===== src/rtl/vr16_pkg.sv =====
// Shared definitions for the VR16 control path: opcodes, instruction field positions,
// write-data select encoding and sequencer state encoding.
package vr16_pkg;

  localparam logic [3:0] OP_ADD   = 4'h0;
  localparam logic [3:0] OP_SUB   = 4'h1;
  localparam logic [3:0] OP_AND   = 4'h2;
  localparam logic [3:0] OP_OR    = 4'h3;
  localparam logic [3:0] OP_XOR   = 4'h4;
  localparam logic [3:0] OP_LOAD  = 4'h8;
  localparam logic [3:0] OP_JUMP  = 4'h9;
  localparam logic [3:0] OP_STORE = 4'hA;
  localparam logic [3:0] OP_HALT  = 4'hF;

  localparam int unsigned OP_MSB   = 15;
  localparam int unsigned OP_LSB   = 12;
  localparam int unsigned RD_MSB   = 11;
  localparam int unsigned RD_LSB   = 8;
  localparam int unsigned RA_MSB   = 7;
  localparam int unsigned RA_LSB   = 4;
  localparam int unsigned RB_MSB   = 3;
  localparam int unsigned RB_LSB   = 0;
  localparam int unsigned ADDR_MSB = 7;
  localparam int unsigned ADDR_LSB = 0;

  localparam logic WSEL_ALU = 1'b0;
  localparam logic WSEL_MEM = 1'b1;

  typedef enum logic [2:0] {
    StIdle,
    StFetch,
    StDecode,
    StExec,
    StMem,
    StWb,
    StHalted
  } cu_state_e;

endpackage


===== src/rtl/cu_decode.sv =====
// Combinational instruction decoder: splits IR into fields and classifies the opcode.
module cu_decode
  import vr16_pkg::*;
(
  input  logic [15:0] ir,
  output logic [3:0]  op,
  output logic [3:0]  rd,
  output logic [3:0]  ra,
  output logic [3:0]  rb,
  output logic [7:0]  addr,
  output logic        is_alu,
  output logic        is_load,
  output logic        is_store,
  output logic        is_jump,
  output logic        is_halt
);

  assign op   = ir[OP_MSB:OP_LSB];
  assign rd   = ir[RD_MSB:RD_LSB];
  assign ra   = ir[RA_MSB:RA_LSB];
  assign rb   = ir[RB_MSB:RB_LSB];
  assign addr = ir[ADDR_MSB:ADDR_LSB];

  // Anything the sequencer does not execute itself belongs to the ALU.
  always_comb begin
    is_alu   = 1'b0;
    is_load  = 1'b0;
    is_store = 1'b0;
    is_jump  = 1'b0;
    is_halt  = 1'b0;
    unique case (op)
      OP_LOAD:  is_load  = 1'b1;
      OP_STORE: is_store = 1'b1;
      OP_JUMP:  is_jump  = 1'b1;
      OP_HALT:  is_halt  = 1'b1;
      default:  is_alu   = 1'b1;
    endcase
  end

endmodule


===== src/rtl/control_unit.sv =====
// VR16 multi-cycle sequencer: fetch, decode, then drive ALU, register file and data
// memory one instruction at a time. All outputs are decoded from state and IR (Moore).
module control_unit
  import vr16_pkg::*;
#(
  parameter int unsigned PC_W  = 8,
  parameter int unsigned CNT_W = 16
) (
  input  logic             clk,
  input  logic             reset,
  input  logic             start,
  output logic [PC_W-1:0]  imem_addr,
  input  logic [15:0]      imem_rdata,
  input  logic             imem_valid,
  output logic [3:0]       rf_ra,
  output logic [3:0]       rf_rb,
  output logic             rf_we,
  output logic [3:0]       rf_waddr,
  output logic             rf_wsel,
  output logic             alu_enable,
  output logic [3:0]       alu_opcode,
  output logic [3:0]       alu_imm,
  output logic [PC_W-1:0]  dmem_addr,
  output logic             dmem_re,
  output logic             dmem_we,
  output logic             busy,
  output logic             halted,
  output logic [CNT_W-1:0] retired
);

  cu_state_e        state_q, state_d;
  logic [PC_W-1:0]  pc_q, pc_d;
  logic [15:0]      ir_q, ir_d;
  logic [CNT_W-1:0] retired_q, retired_d;

  logic [3:0] op, rd, ra, rb;
  logic [7:0] addr;
  logic       is_alu, is_load, is_store, is_jump, is_halt;

  cu_decode u_decode (
    .ir       (ir_q),
    .op       (op),
    .rd       (rd),
    .ra       (ra),
    .rb       (rb),
    .addr     (addr),
    .is_alu   (is_alu),
    .is_load  (is_load),
    .is_store (is_store),
    .is_jump  (is_jump),
    .is_halt  (is_halt)
  );

  always_ff @(posedge clk or posedge reset) begin
    if (reset) begin
      state_q   <= StIdle;
      pc_q      <= '0;
      ir_q      <= '0;
      retired_q <= '0;
    end else begin
      state_q   <= state_d;
      pc_q      <= pc_d;
      ir_q      <= ir_d;
      retired_q <= retired_d;
    end
  end

  always_comb begin
    state_d   = state_q;
    pc_d      = pc_q;
    ir_d      = ir_q;
    retired_d = retired_q;
    unique case (state_q)
      StIdle: begin
        if (start) state_d = StFetch;
      end
      StFetch: begin
        if (imem_valid) begin
          ir_d    = imem_rdata;
          pc_d    = pc_q + PC_W'(1);
          state_d = StDecode;
        end
      end
      StDecode: begin
        if (is_alu) begin
          state_d = StExec;
        end else if (is_load || is_store) begin
          state_d = StMem;
        end else if (is_jump) begin
          pc_d      = PC_W'(addr);
          retired_d = retired_q + CNT_W'(1);
          state_d   = StFetch;
        end else if (is_halt) begin
          retired_d = retired_q + CNT_W'(1);
          state_d   = StHalted;
        end
      end
      StExec: state_d = StWb;
      StMem: begin
        // STORE completes here; LOAD still needs its write-back cycle.
        if (is_store) begin
          retired_d = retired_q + CNT_W'(1);
          state_d   = StFetch;
        end else begin
          state_d = StWb;
        end
      end
      StWb: begin
        retired_d = retired_q + CNT_W'(1);
        state_d   = StFetch;
      end
      StHalted: state_d = StHalted;
      default:  state_d = StIdle;
    endcase
  end

  always_comb begin
    rf_ra      = '0;
    rf_rb      = '0;
    rf_we      = 1'b0;
    rf_waddr   = '0;
    rf_wsel    = WSEL_ALU;
    alu_enable = 1'b0;
    alu_opcode = '0;
    alu_imm    = '0;
    dmem_addr  = '0;
    dmem_re    = 1'b0;
    dmem_we    = 1'b0;
    busy       = 1'b1;
    halted     = 1'b0;
    unique case (state_q)
      StIdle: busy = 1'b0;
      StFetch: ;
      StDecode: begin
        rf_ra = ra;
        rf_rb = rb;
      end
      StExec: begin
        rf_ra      = ra;
        rf_rb      = rb;
        alu_enable = 1'b1;
        alu_opcode = op;
        alu_imm    = rb;
      end
      StMem: begin
        dmem_addr = PC_W'(addr);
        if (is_store) begin
          dmem_we = 1'b1;
          rf_ra   = rd;
        end else begin
          dmem_re = 1'b1;
        end
      end
      StWb: begin
        rf_we    = 1'b1;
        rf_waddr = rd;
        rf_wsel  = is_load ? WSEL_MEM : WSEL_ALU;
      end
      StHalted: begin
        busy   = 1'b0;
        halted = 1'b1;
      end
      default: busy = 1'b0;
    endcase
  end

  assign imem_addr = pc_q;
  assign retired   = retired_q;

endmodule


===== config.mk =====
export PLATFORM = sky130hd
export DESIGN_NAME = control_unit
export DESIGN_NICKNAME = d
export VERILOG_FILES = /design/src/rtl/vr16_pkg.sv /design/src/rtl/cu_decode.sv /design/src/rtl/control_unit.sv
export SDC_FILE = /design/constraint.sdc
export NUM_CORES = 1
export LEC_CHECK = 0
export ABC_AREA = 1
export CELL_PAD_IN_SITES_DETAIL_PLACEMENT = 0
export CELL_PAD_IN_SITES_GLOBAL_PLACEMENT = 1
export CORE_ASPECT_RATIO = 1.1
export CORE_MARGIN = 4
export CORE_UTILIZATION = 34
export DETAILED_ROUTE_END_ITERATION = 10
export PLACE_DENSITY = 0.76
export SLEW_MARGIN = 20
export SYNTH_ARGS = -nofsm -noshare
export SYNTH_HDL_FRONTEND = slang
export SYNTH_HIERARCHICAL = 1
export SYNTH_SLANG_ARGS = --single-unit

===== constraint.sdc =====
create_clock -name clk -period 2.1 [get_ports clk]
set_input_delay 0.42 -clock clk [delete_from_list [all_inputs] [get_ports clk]]
set_output_delay 0.42 -clock clk [all_outputs]
set_load 0.01 [all_outputs]

=== After elaboration in Yosys (flattened, before gate mapping) ===
Index checks and enable logic that the tools add are counted.

* Add/subtract/negate cells: 2
* Equality and inequality tests: 18
* Mux-type cells: 40
* Reductions and logical operators: 11

{| class="wikitable"
|+ Operator list
! kind !! number
|-
| $mux 16 || 5
|-
| $pmux 16 s3 || 1
|-
| $mux 8 || 5
|-
| $mux 3 || 7
|-
| $pmux 3 s7 || 1
|-
| $mux 4 || 5
|-
| $add 16x1->16 const B || 1
|-
| $eq 4x4->1 const B || 4
|-
| $pmux 8 s2 || 1
|-
| $mux 1 || 14
|-
| $ne 2x2->1 const B || 6
|-
| $reduce_and 5->1 || 2
|-
| $eq 3x3->1 const B || 3
|-
| $add 8x1->8 const B || 1
|-
| $pmux 4 s2 || 1
|-
| $eq 3x2->1 const B || 2
|-
| $ne 5x5->1 const B || 1
|-
| $reduce_or 5->1 || 1
|-
| $reduce_or 4->1 || 1
|-
| $eq 3x1->1 const B || 1
|-
| $logic_not 3->1 || 1
|-
| $ne 3x3->1 const B || 1
|-
| $reduce_and 3->1 || 1
|-
| $reduce_bool 3->1 || 1
|-
| other kinds (4) || 4
|}

* Register bits after elaboration: 43
* Bits of input ports: 20
* Output and inout port bits: 59

=== Depth between registers and ports, before layout ===
* Depth after elaboration: 7
* Depth in mapped cells: 11
* Depth with buffers taken out: 10

=== Modules after synthesis ===
The synthesis kept the hierarchy.

{| class="wikitable"
|+ Modules (own cells, without submodules)
! module !! instances !! cells each !! area each (um^2)
|-
| control_unit || 1 || 421 || 2805.2
|-
| cu_decode || 1 || 37 || 234.0
|}

=== Worst setup path before layout ===
OpenSTA, ideal clock, no wires.

* Path kind: register -> output
* Start point: reg state_q[1]
* End point: out rf_ra[0]
* Arrival time: 1.447 ns
* Setup slack: 0.233 ns
* Cell stages (with the launch flop): 7
* Cell sequence: dfrtp_1 buf_4 nor2_2 nand2_1 nor2_1 inv_1 o21ai_0

* Cells in the longest elaborated chain, start to end: 3

{| class="wikitable"
|+ Ends and longest elaborated chain
! what !! line !! RTL
|-
| from (decl) || control_unit.sv:31 || <nowiki>cu_state_e state_q, state_d;</nowiki>
|-
| from (signal assigned) || control_unit.sv:56 || <nowiki>state_q <= StIdle;</nowiki>
|-
| from (signal assigned) || control_unit.sv:61 || <nowiki>state_q <= state_d;</nowiki>
|-
| $eq 3x2->1 || control_unit.sv:131 || <nowiki>unique case (state_q)</nowiki>
|-
| $reduce_or 2->1 (no source line) || -- ||
|-
| $pmux 4 s2 * || control_unit.sv:131 ||
|-
| to (decl) || control_unit.sv:15 || <nowiki>output logic [3:0] rf_ra,</nowiki>
|}

Mark *: on every way between the ends. The rest lies on a longest branch, timed or not.

=== Worst setup path in the final report ===
* Start point: reg state_q[1]
* End point: out rf_rb[2]

* Cells in the longest elaborated chain, start to end: 3

{| class="wikitable"
|+ Ends and longest elaborated chain
! what !! line !! RTL
|-
| $eq 3x2->1 || control_unit.sv:131 ||
|-
| $reduce_or 2->1 (no source line) * || -- ||
|-
| $mux 4 * || control_unit.sv:131 ||
|-
| to (decl) || control_unit.sv:16 || <nowiki>output logic [3:0] rf_rb,</nowiki>
|}

Marked as above.

==> flow_summary.toml <==
[power_and_ir_drop]
cellInternalPower_mw = 2.44
power.ir.vdd_worst_mv = 0.555
power.leakage_nw = 2.18
p_switching_mw = 2.02
powerDensity_mw_per_mm2 = 1110
sw_frac_of_total_pct = 45.3
pwr-share-seq_pct = 31.0
power.share.clock_pct = 10.9
share_comb_of_total_power_pct = 58.1

[timing]
rsz0062_at_grt = "yes"
worst_clock_skew_ns = 0.00473
timing.slew.headroom_pct = 72.9
timing.fmax_ghz = 0.490
max_slew.worst_pin.slew_ns = 0.404
post-route-worst-setup-slack_ns = 0.0598
final_hold_viol_count = 0
finalMaxSlewViolations = 0
post_layout_min_period_ns = 2.04
timing.final.setup_violations = 0
layout_worst_path_cycle_share_pct = 97.2

[cells_and_area]
drive_above_1_share_pct = 14.1
layout.cells.most_common = "sky130_fd_sc_hd__nand2_1"
area_delta_synth_final_pct = 32.1
final_net_count = 563
final_cell_mix = "sky130_fd_sc_hd__nand2_1 (161), sky130_fd_sc_hd__inv_1 (55), sky130_fd_sc_hd__nand3_1 (47)"
final.fill_count = 911
finish.cell_count_without_fillers = 649
finish.utilization_pct = 47.0
n_antenna_cell = 0

[clocking]
h_tree_depth = 2
cts_buffer_depth = 2
clk_pin_slew_worst_paths_ns = 0.08
clkLatencyLatePin_ns = 0.29
cts.sink_count = 43
cts_tree = "yes"
numCtsBuffers = 5
cts-root-buf = "sky130_fd_sc_hd__clkbuf_8"
cts.hold.buffers_added = 0

[placed_design]
io_buffers = 78
pre_cts_slack_ns = -0.0799
dp_hpwl_um = 6120
gpl_wtd_cong = 0.797
numPlacedInstances = 633

[route]
via_density = 4.55
drt_wl_total_um = 8080
drt_iter0_drc = 87
drt_pass1_iterations = 4
drc_errors_left = 0
wire_per_inst_um = 12.5
detail-route-antenna-nets = 0
routed-via-count = 2956

[critical_path]
timing.critical_path.to_type = "output pin"
crit_path_start_kind = "flop"
timing.setup.critical_path_class = "reg2out"
crit_arrival_ns = 1.62
critPathRequiredTime_ns = 1.68
worst-path-max-fanout = 6

[die]
rows = 35
start_util_pct = 35.6
ios = 79
core-area_mm2 = 0.00854
die_y_um = 107
floorplan.die.width_um = 98.1
die-area_mm2 = 0.0105

[logic_synthesis]
yosys_warnings = 6
synth_cell_types = 29
post_synth.cell_area_avg_um2 = 6.64
sequential_cell_area_fraction_in_the_yosys_report_pct = 35.4
synth_nets = 482
ys_ff_latch = 43
synth_area_mm2 = 0.00304
synthesis.instances = 458

[run]
timing.max_cap.violations = 0

[global_route]
global_route.overflow_total = 0
grt_pass1_vias = 2741
grt_usage_pct = 15.2
wire_length_of_the_first_global_routing_pass_um = 13100
grt_start_max_net_pins = 44
antenna_found_initial = 0

[hold_path]
min_path_type = "in2async"

[outcome]
outcome = "complete, no violations"
==> power groups by stage <==
stage	logic, mW	clock network, mW	registers (mW)
floorplan	1.82	0	1.38
global placement	2.49	0	1.40
detailed placement	2.51	0	1.41
CTS	2.53	0.509	1.39
global route	2.93	0.536	1.43
finish	2.59	0.486	1.38
==> worst max-delay path, cell delays in order, from the launching register on <==
cell	delay [ns]
sky130_fd_sc_hd__dfrtp_1	0.41
sky130_fd_sc_hd__buf_4	0.15
sky130_fd_sc_hd__ha_4	0.16
sky130_fd_sc_hd__nand2_1	0.05
sky130_fd_sc_hd__inv_1	0.05
sky130_fd_sc_hd__clkdlybuf4s50_1	0.52
==> synth_stat cells <==
library cell	count	area, um^2
sky130_fd_sc_hd__o31ai_1	1	7.51
sky130_fd_sc_hd__buf_4	25	188
sky130_fd_sc_hd__inv_4	1	6.26
sky130_fd_sc_hd__nand4_1	3	18.8
sky130_fd_sc_hd__nor2_2	4	25.0
sky130_fd_sc_hd__nand3b_1	7	52.6
sky130_fd_sc_hd__inv_1	57	214
sky130_fd_sc_hd__o21ai_1	5	25.0
sky130_fd_sc_hd__ha_1	4	50.1
sky130_fd_sc_hd__o21ai_2	2	17.5
sky130_fd_sc_hd__o21ai_0	11	55.1
sky130_fd_sc_hd__xor2_1	5	43.8
sky130_fd_sc_hd__o21a_1	1	7.51
sky130_fd_sc_hd__nor3_1	3	15.0
sky130_fd_sc_hd__buf_2	4	20.0
sky130_fd_sc_hd__nor2_4	1	11.3
sky130_fd_sc_hd__nand3_1	47	235
sky130_fd_sc_hd__dfrtp_1	43	1080
sky130_fd_sc_hd__nand2_1	162	608
sky130_fd_sc_hd__nor3_4	1	16.3
sky130_fd_sc_hd__nor2_8	1	20.0
sky130_fd_sc_hd__clkbuf_1	4	15.0
sky130_fd_sc_hd__o21bai_1	1	7.51
sky130_fd_sc_hd__inv_2	3	11.3
sky130_fd_sc_hd__nor2_1	48	180
sky130_fd_sc_hd__nand2_2	6	37.5
sky130_fd_sc_hd__a21oi_1	2	10.0
sky130_fd_sc_hd__buf_6	4	45.0
sky130_fd_sc_hd__nand3_2	2	20.0
==> final timing paths <==
check / startpoint / end / slack (ns) / cells after the start
worst max-delay path: state_q[1]$_DFFE_PP0P_ / rf_rb[2] / 0.06 / 5
worst min-delay path: reset / retired[0]$_DFFE_PP0P_ / 0.46 / 3
worst max register to register: ir_q[14]$_DFFE_PP0P_ / retired[2]$_DFFE_PP0P_ / 0.30 / 11
worst min register to register: ir_q[9]$_DFFE_PP0P_ / ir_q[9]$_DFFE_PP0P_ / 0.48 / 2
max in group asynchronous: reset / state_q[2]$_DFFE_PP0P_ / 1.41 / 3
min in group clk: ir_q[9]$_DFFE_PP0P_ / ir_q[9]$_DFFE_PP0P_ / 0.48 / 2
==> final cells by class <==
| class | instances | area (um^2) | share of cell area [%] |
|---|---|---|---|
| sequential | 43 | 1080 | 26.8 |
| multi-input combinational | 317 | 1500 | 37.4 |
| inverter | 61 | 231 | 5.77 |
| tap | 111 | 139 | 3.46 |
| clock buffer | 6 | 72.6 | 1.81 |
| timing repair buffer | 111 | 993 | 24.7 |
==> state kept, by name, summed over array words and instances (netlist names) <==
name       flops
state_q        3
retired       16
ir_q          16
imem_addr      8
==> layer usage <==
| metal | vias up | track usage [%] | wire length (um) |
|---|---|---|---|
| met5 | - | 0 | 0 |
| met4 | 0 | 3.80 | 83 |
| met3 | 5 | 1.63 | 265 |
| met2 | 61 | 27.3 | 3960 |
| met1 | 1339 | 19.6 | 3770 |
| li1 | 1551 | - | - |
==> through the flow <==
stage	power [mW]	setup TNS [ns]	area (um^2)	hold WS [ns]
finish	4.46	0	4020	0.464
global route	4.89	-0.0375	4020	0.487
CTS	4.43	-0.00686	3970	0.476
detailed placement	3.92	-0.276	3880	0.460
global placement	3.90	-0.0982	3880	0.456
floorplan	3.20	0	3040	0.443
==> cells by family (layout without fill, tap and decap cells) <==
family | after synthesis | in the layout | synth area share (%)
AOI/OAI and AO/OA | 23 | 23 | 4.28
xor gates and xnor gates | 5 | 5 | 1.44
adders and majority gates | 4 | 4 | 1.65
buffers and inverters | 98 | 178 | 16.4
DFF | 43 | 43 | 35.4
and+or+nand+nor | 285 | 285 | 40.8
==> timing repair <==
| item | 4_1_cts | 5_1_grt |
|---|---|---|
| resized for setup | 41 | 27 |
| endpoints found under the hold margin | 0 | 0 |
| buffers inserted | 3 | 7 |
| pin swaps | 1 | 4 |
| endpoints found under the setup margin | 35 | 10 |
Note: power is estimated with default switching activity, not from simulation.
